[src/rtl/board_status_uart_if.sv]
// -----------------------------------------------------------------------------
// board_status_uart_if
// Groups the status inputs and UART-side outputs of board_status_uart.
//   i_sd_init_done : TF-card init success flag (async to the reporter)
//   i_sdram_error  : SDRAM test error flag (async to the reporter)
//   i_key[3:0]     : raw user keys, active-low (async to the reporter)
//   o_uart_tx      : 8N1 serial line, idle high
//   o_busy         : high while a status frame is on the line
//   o_frame_done   : one-cycle pulse in the first idle cycle after a frame
// Modports: master drives the status flags (board / bench side),
//           slave is the reporter itself.
// -----------------------------------------------------------------------------
interface board_status_uart_if;
  logic       i_sd_init_done;
  logic       i_sdram_error;
  logic [3:0] i_key;
  logic       o_uart_tx;
  logic       o_busy;
  logic       o_frame_done;

  modport master (
    output i_sd_init_done, i_sdram_error, i_key,
    input  o_uart_tx, o_busy, o_frame_done
  );

  modport slave (
    input  i_sd_init_done, i_sdram_error, i_key,
    output o_uart_tx, o_busy, o_frame_done
  );
endinterface

[src/rtl/board_status_uart.sv]
// -----------------------------------------------------------------------------
// board_status_uart
// Board self-test status reporter. Synchronizes the TF-card / SDRAM status
// flags and the four user keys, and transmits a 19-byte ASCII line
//   "SD:<d0> RAM:<d1> K:<k3><k2><k1><k0>\r\n"
// on an 8N1 UART. A line is sent after reset, every REPORT_PERIOD cycles,
// and whenever the sd/ram flags change (key changes alone never trigger).
// Ports:
//   i_clk_25m : the single clock
//   i_rst     : synchronous active-high reset
//   st        : board_status_uart_if.slave (status inputs, UART outputs)
// Parameters: CLK_FREQ, BAUD (CLKS_PER_BIT = CLK_FREQ/BAUD, must be >= 2),
//             REPORT_PERIOD (cycles between periodic frame starts).
// -----------------------------------------------------------------------------
module board_status_uart #(
  parameter int CLK_FREQ      = 25_000_000,
  parameter int BAUD          = 115200,
  parameter int REPORT_PERIOD = 25_000_000
) (
  input  logic           i_clk_25m,
  input  logic           i_rst,
  board_status_uart_if.slave st
);

  localparam int CLKS_PER_BIT = CLK_FREQ / BAUD;
  localparam int CW = $clog2(CLKS_PER_BIT);
  localparam int TW = (REPORT_PERIOD > 1) ? $clog2(REPORT_PERIOD) : 1;
  localparam logic [CW-1:0] BIT_LAST   = CW'(CLKS_PER_BIT - 1);
  localparam logic [TW-1:0] TIMER_LAST = TW'(REPORT_PERIOD - 1);
  localparam logic [4:0]    BYTE_LAST  = 5'd18;

  typedef enum logic [1:0] {
    ST_IDLE,
    ST_START,
    ST_DATA,
    ST_STOP
  } state_e;

  // Status vector layout: {key[3:0], ram, sd}
  logic [5:0] raw;
  logic [5:0] meta_q;
  logic [5:0] sync_q;
  logic [1:0] prev_q;

  state_e          state_q, state_d;
  logic [CW-1:0]   baud_q, baud_d;
  logic [2:0]      bit_q, bit_d;
  logic [4:0]      byte_q, byte_d;
  logic [5:0]      snap_q, snap_d;
  logic            pending_q, pending_d;
  logic [TW-1:0]   timer_q, timer_d;
  logic            tx_q, tx_d;
  logic            busy_q, busy_d;
  logic            done_q, done_d;

  logic            baud_tick;
  logic            start_frame;
  logic            change_evt;
  logic            period_hit;
  logic [7:0]      cur_byte;

  assign raw = {st.i_key, st.i_sdram_error, st.i_sd_init_done};

  // Synchronizers carry no reset: they only track the pins, and leaving them
  // running through reset means the boot snapshot already holds real values
  // and no spurious change event fires right after release.
  always_ff @(posedge i_clk_25m) begin
    meta_q <= raw;
    sync_q <= meta_q;
    prev_q <= sync_q[1:0];
  end

  assign change_evt = |(sync_q[1:0] ^ prev_q);

  // Frame text, built from the snapshot taken at frame start.
  function automatic logic [7:0] frame_byte(input logic [4:0] idx, input logic [5:0] snap);
    logic [7:0] b;
    case (idx)
      5'd0:    b = "S";
      5'd1:    b = "D";
      5'd2:    b = ":";
      5'd3:    b = {7'b0011000, snap[0]};
      5'd4:    b = " ";
      5'd5:    b = "R";
      5'd6:    b = "A";
      5'd7:    b = "M";
      5'd8:    b = ":";
      5'd9:    b = {7'b0011000, snap[1]};
      5'd10:   b = " ";
      5'd11:   b = "K";
      5'd12:   b = ":";
      // Keys are active-low; a pressed key reads as '1'.
      5'd13:   b = {7'b0011000, ~snap[5]};
      5'd14:   b = {7'b0011000, ~snap[4]};
      5'd15:   b = {7'b0011000, ~snap[3]};
      5'd16:   b = {7'b0011000, ~snap[2]};
      5'd17:   b = 8'h0D;
      5'd18:   b = 8'h0A;
      default: b = 8'h20;
    endcase
    return b;
  endfunction

  assign cur_byte  = frame_byte(byte_q, snap_q);
  assign baud_tick = (baud_q == BIT_LAST);

  // FSM next state
  always_comb begin
    state_d     = state_q;
    baud_d      = baud_q;
    bit_d       = bit_q;
    byte_d      = byte_q;
    snap_d      = snap_q;
    start_frame = 1'b0;
    case (state_q)
      ST_IDLE: begin
        if (pending_q) begin
          state_d     = ST_START;
          baud_d      = '0;
          bit_d       = '0;
          byte_d      = '0;
          snap_d      = sync_q;
          start_frame = 1'b1;
        end
      end
      ST_START: begin
        if (baud_tick) begin
          state_d = ST_DATA;
          baud_d  = '0;
          bit_d   = '0;
        end else begin
          baud_d = baud_q + 1'b1;
        end
      end
      ST_DATA: begin
        if (baud_tick) begin
          baud_d = '0;
          if (bit_q == 3'd7) begin
            state_d = ST_STOP;
          end else begin
            bit_d = bit_q + 1'b1;
          end
        end else begin
          baud_d = baud_q + 1'b1;
        end
      end
      ST_STOP: begin
        if (baud_tick) begin
          baud_d = '0;
          if (byte_q == BYTE_LAST) begin
            state_d = ST_IDLE;
          end else begin
            byte_d  = byte_q + 1'b1;
            state_d = ST_START;
          end
        end else begin
          baud_d = baud_q + 1'b1;
        end
      end
      default: state_d = ST_IDLE;
    endcase
  end

  // Outputs are registered from the current state, so the line lags the
  // state register by one cycle; busy therefore covers exactly the time the
  // FSM spends outside IDLE.
  always_comb begin
    tx_d = 1'b1;
    case (state_q)
      ST_START: tx_d = 1'b0;
      ST_DATA:  tx_d = cur_byte[bit_q];
      default:  tx_d = 1'b1;
    endcase
    busy_d = (state_q != ST_IDLE);
    // First idle cycle after a frame: FSM already idle, busy still high.
    done_d = (state_q == ST_IDLE) && busy_q;
  end

  // Period timer and pending flag. The hit is taken on the value the timer
  // is about to reach, so the periodic start bit lands exactly
  // REPORT_PERIOD cycles after the previous one. A trigger wins over the
  // clear in the consuming cycle so it is never lost.
  always_comb begin
    if (start_frame) begin
      timer_d = '0;
    end else if (timer_q == TIMER_LAST) begin
      timer_d = timer_q;
    end else begin
      timer_d = timer_q + 1'b1;
    end
    period_hit = (timer_d == TIMER_LAST);
    pending_d  = (pending_q & ~start_frame) | change_evt | period_hit;
  end

  always_ff @(posedge i_clk_25m) begin
    if (i_rst) begin
      state_q   <= ST_IDLE;
      baud_q    <= '0;
      bit_q     <= '0;
      byte_q    <= '0;
      snap_q    <= '0;
      pending_q <= 1'b1;
      timer_q   <= '0;
      tx_q      <= 1'b1;
      busy_q    <= 1'b0;
      done_q    <= 1'b0;
    end else begin
      state_q   <= state_d;
      baud_q    <= baud_d;
      bit_q     <= bit_d;
      byte_q    <= byte_d;
      snap_q    <= snap_d;
      pending_q <= pending_d;
      timer_q   <= timer_d;
      tx_q      <= tx_d;
      busy_q    <= busy_d;
      done_q    <= done_d;
    end
  end

  assign st.o_uart_tx    = tx_q;
  assign st.o_busy       = busy_q;
  assign st.o_frame_done = done_q;

endmodule

[src/flat_wrapper.sv]
// flat-port wrapper written by rule: the top's interface ports become plain ports
module board_status_uart_flat 
#(
  parameter int CLK_FREQ      = 25_000_000,
  parameter int BAUD          = 115200,
  parameter int REPORT_PERIOD = 25_000_000
)
  (i_clk_25m, i_rst, st_i_sd_init_done, st_i_sdram_error, st_i_key, st_o_uart_tx, st_o_busy, st_o_frame_done);
  board_status_uart_if st_i ();
  input  logic i_clk_25m;
  input  logic i_rst;
  input wire logic [$bits(st_i.i_sd_init_done)-1:0] st_i_sd_init_done;
  input wire logic [$bits(st_i.i_sdram_error)-1:0] st_i_sdram_error;
  input wire logic [$bits(st_i.i_key)-1:0] st_i_key;
  output wire logic [$bits(st_i.o_uart_tx)-1:0] st_o_uart_tx;
  output wire logic [$bits(st_i.o_busy)-1:0] st_o_busy;
  output wire logic [$bits(st_i.o_frame_done)-1:0] st_o_frame_done;
  assign st_i.i_sd_init_done = st_i_sd_init_done;
  assign st_i.i_sdram_error = st_i_sdram_error;
  assign st_i.i_key = st_i_key;
  assign st_o_uart_tx = st_i.o_uart_tx;
  assign st_o_busy = st_i.o_busy;
  assign st_o_frame_done = st_i.o_frame_done;
  board_status_uart #(.CLK_FREQ(CLK_FREQ), .BAUD(BAUD), .REPORT_PERIOD(REPORT_PERIOD)) u_core (.i_clk_25m(i_clk_25m), .i_rst(i_rst), .st(st_i));
endmodule
[config.mk]
export PLATFORM = sky130hd
export DESIGN_NAME = board_status_uart_flat
export DESIGN_NICKNAME = d
export VERILOG_FILES = /design/src/rtl/board_status_uart_if.sv /design/src/rtl/board_status_uart.sv /design/src/flat_wrapper.sv
export SDC_FILE = /design/constraint.sdc
export NUM_CORES = 1
export LEC_CHECK = 0
export ABC_AREA = 1
export ABC_CLOCK_PERIOD_IN_PS = 2300
export CORE_UTILIZATION = 61
export CTS_BUF_LIST = sky130_fd_sc_hd__clkbuf_16
export DETAILED_ROUTE_END_ITERATION = 6
export PLACE_DENSITY_LB_ADDON = 0.15
export SETUP_SLACK_MARGIN = 0.1
export SLEW_MARGIN = 20
export SYNTH_ARGS = -nofsm -noshare
export SYNTH_HDL_FRONTEND = slang
export SYNTH_SLANG_ARGS = --single-unit
export TNS_END_PERCENT = 10
[constraint.sdc]
create_clock -name i_clk_25m -period 2.3 [get_ports i_clk_25m]
set_clock_uncertainty 0.05 [all_clocks]
set_input_delay 0.575 -clock i_clk_25m [delete_from_list [all_inputs] [get_ports i_clk_25m]]
set_output_delay 0.575 -clock i_clk_25m [all_outputs]
set_load 0.01 [all_outputs]
==> results.py <==
metrics = {
    "cts": {
        "cts_buffer_depth": 2,
        "cts_tree": "built",
        "numCtsBuffers": 9,
        "cts.sinks": 67,
        "cts_hold_buf": 0,
        "clkTransAtPathRegs_ps": 60,
        "postCtsSetupBuffers": 0,
        "insertion_delay_ps": 330,
        "cts_htree_levels": 3,
        "clockRootBuffer": "clkbuf_16",
    },
    "power_and_ir_drop": {
        "p_sw_uw": 1530,
        "swShare_pct": 37.9,
        "p_per_area_nw_per_um2": 986,
        "seqPwrFrac_pct": 35.2,
        "p_int_uw": 2500,
        "p_total_uw": 4030,
        "leakagePower_uw": 0.00161,
        "ir_worst_vdd_mv": 0.738,
        "clkPwrFrac_pct": 32.6,
        "p_comb_share_pct": 32.2,
    },
    "logic_synthesis": {
        "synth-seq-cells": 67,
        "ys_warn_count": 0,
        "ys_top_cells_by_area": "dfxtp_1 37%, nand2_1 11%, nor2_1 9.7%",
        "synth_most_common_cell": "nand2_1",
        "synth_simple_gate_area_share_pct": 36.9,
        "synthXorXnorAreaFrac_pct": 2.43,
        "async_flop_share_pct": 0,
        "synth_top_area_cell": "dfxtp_1",
        "synth_enable_flop_cells": 0,
        "synthTopCellsByCount": "109 x nand2_1, 93 x nor2_1, 67 x dfxtp_1, 59 x inv_1, 44 x nand3_1",
        "ys_seq_area_share_pct": 37.2,
        "synthCells": 524,
        "synth_compound_area_share_pct": 11.1,
        "synthAdderAreaFrac_pct": 5.21,
        "syn_area_um2": 3600,
        "muxShareOfSynthArea_pct": 0,
        "yosysTopAreaCellShare_pct": 37.2,
        "ys_types": 34,
        "synth_top_family_by_area": "simple AND/OR/NAND/NOR gates",
        "syn_nets": 547,
        "synth_ff_type": "dfxtp_1",
        "syn_area_per_cell_um2": 6.87,
    },
    "sta": {
        "fmax_mhz": 479,
        "worst_pin_slew_ps": 446,
        "slew_viol_final": 0,
        "period_share_pct": 90.8,
        "grt_setup_unrepaired": "false",
        "finalHoldViolCount": 0,
        "fin_tns_setup_ps": 0,
        "worst_slack_ps": 212,
        "slew_headroom_pct": 70.2,
        "finalCriticalPeriod_ps": 2090,
        "finalSetupViolCount": 0,
    },
    "route": {
        "drc": 0,
        "postRouteAntennaNets": 0,
        "wl_um": 8660,
        "drt-initial-drc-count": 264,
        "viasPerCell": 5.66,
        "vias": 3507,
        "drt_pass1_iterations": 5,
        "routedWlPerCell_um": 14.0,
    },
    "grt": {
        "grt_max_degree": 31,
        "antenna_found_initial": 0,
        "grt_pass1_vias": 3368,
        "grtUsageTotal_pct": 30.8,
        "overflow": 0,
        "grt_pass1_wl_um": 14800,
    },
    "worst_setup_path": {
        "cp-end-kind": "register",
        "path_class": "reg2reg",
        "crit_required_ps": 2530,
        "path_max_fanout": 5,
        "arrival_ps": 2320,
        "critPathLaunchType": "register",
    },
    "outcome": {
        "outcome": "completed",
    },
    "placement": {
        "place_hpwl_um": 6320,
        "portBuffers": 10,
        "dpl_worst_slack_ps": 300,
        "routabilityCongestion": 0.985,
    },
    "final_layout": {
        "drive_gt1_share_pct": 8.03,
        "postLayoutCoreUtil_pct": 72.9,
        "fill_cells": 451,
        "nNetsFinal": 566,
        "n_antenna_cell": 0,
        "syn2layout_area_growth_pct": 13.5,
    },
    "die": {
        "die-area_um2": 6210,
        "fp-row-count": 27,
        "core_region_area_um2": 5610,
        "die_h_um": 78.8,
        "start_util_pct": 64.2,
        "io_pins": 11,
        "die-width_um": 78.8,
    },
    "run": {
        "drv_cap": 0,
    },
    "worst_hold_path": {
        "holdCritPathClass": "reg2reg",
    },
}
==> cell type report <==
type | count | area (µm²) | area share [%]
multi-input cells | 390 | 2010 | 49.1
flip-flops and latches | 67 | 1340 | 32.8
clock buffers | 9 | 225 | 5.51
inverters | 60 | 225 | 5.51
repair buffers | 15 | 138 | 3.37
well taps | 72 | 90.1 | 2.20
clock inverters | 7 | 60.1 | 1.47
==> cell families after synthesis <==
kind of cell,Yosys count
AOI/OAI and AO/OA,70
xor gates and xnor gates,10
adders and majority gates,15
buffers and inverters,67
DFF,67
and+or+nand+nor,295
==> flip-flops by register name, summed over array words and instances, names as in the netlist <==
signal                  flops
u_core.bit_q                3
u_core.snap_q               6
u_core.sync_q               6
u_core.st.o_uart_tx         1
u_core.byte_q               5
u_core.st.o_frame_done      1
u_core.meta_q               6
u_core.prev_q               2
u_core.baud_q               8
u_core.state_q              2
u_core.timer_q             25
u_core.st.o_busy            1
u_core.pending_q            1
==> critical path, cell delays in order, from the launching register on <==
cell     delay (ps)
dfxtp_1         360
ha_1            280
nand3_1         210
nor3_2          200
nand3_1         200
nand2_1         110
nand3_1          90
nor2_1          160
nand3_1         100
nor2_1          140
nand3_1          80
nand2_1          60
==> routing by layer <==
layer  share of wire [%]  wire, µm  global-route usage, %  vias up
met3                 6.3       550                   7.59       13
met5                   0         0                      0        -
met1                  43      3710                   36.5     1612
li1                    -         -                      -     1755
met2                  49      4260                   53.6      127
met4                 1.6       137                   11.3        0
==> metrics by stage <==
stage | std cells | area [µm²] | hold WS, ps
after detailed placement | 604 | 3800 | 264
after global placement | 604 | 3800 | 261
after global routing | 620 | 4090 | 285
after CTS | 620 | 4080 | 278
after floorplan | 524 | 3600 | 260
final | 620 | 4090 | 277
==> worst paths after layout <==
check | startpoint | end | slack, ps | cells past startpoint
max | u_core.timer_q[1] | u_core.pending_q | 210 | 11
min | u_core.meta_q[4] | u_core.sync_q[4] | 280 | 0
max reg2reg | u_core.timer_q[1] | u_core.pending_q | 210 | 11
min reg2reg | u_core.meta_q[4] | u_core.sync_q[4] | 280 | 0
==> power groups by stage <==
| stage | Clock, µW | Combinational, µW | Sequential [µW] |
|---|---|---|---|
| after floorplan | 0 | 939 | 1420 |
| after global placement | 0 | 1210 | 1430 |
| after detailed placement | 0 | 1270 | 1440 |
| after CTS | 1320 | 1280 | 1420 |
| after global routing | 1390 | 1480 | 1440 |
| final | 1310 | 1300 | 1420 |
==> repair_timing <==
item / in CTS / in global routing
endpoints found under the hold margin: 0 / 0
resized for setup: 0 / 1
endpoints found under the setup margin: 0 / 1
==> placed cells by master, fill, tap and decap left out, types with 2 or more instances in the layout <==
cell             Yosys  routed
xor2_1               5       5
ha_1                15      15
buf_4                1       5
inv_6                0       3
a21oi_1             29      29
o21ai_1              2       2
nand3_2              3       3
o211a_1              2       2
a211oi_1             2       2
nor2_1              93      93
clkdlybuf4s50_1      0      10
clkinvlp_4           0       3
o21ai_0             25      25
xnor2_1              5       5
o21bai_1             3       3
nor3_1              14      13
nand2_2              6       6
nand3_1             44      44
nor3b_1              2       2
dfxtp_1             67      67
nand2_1            109     109
inv_1               59      59
clkbuf_16            0       9
nor2_2               5       5
nor2_4               4       4
nand4_1             12      12
o211ai_1             2       2
No activity file was read; power rests on OpenSTA's default activity.
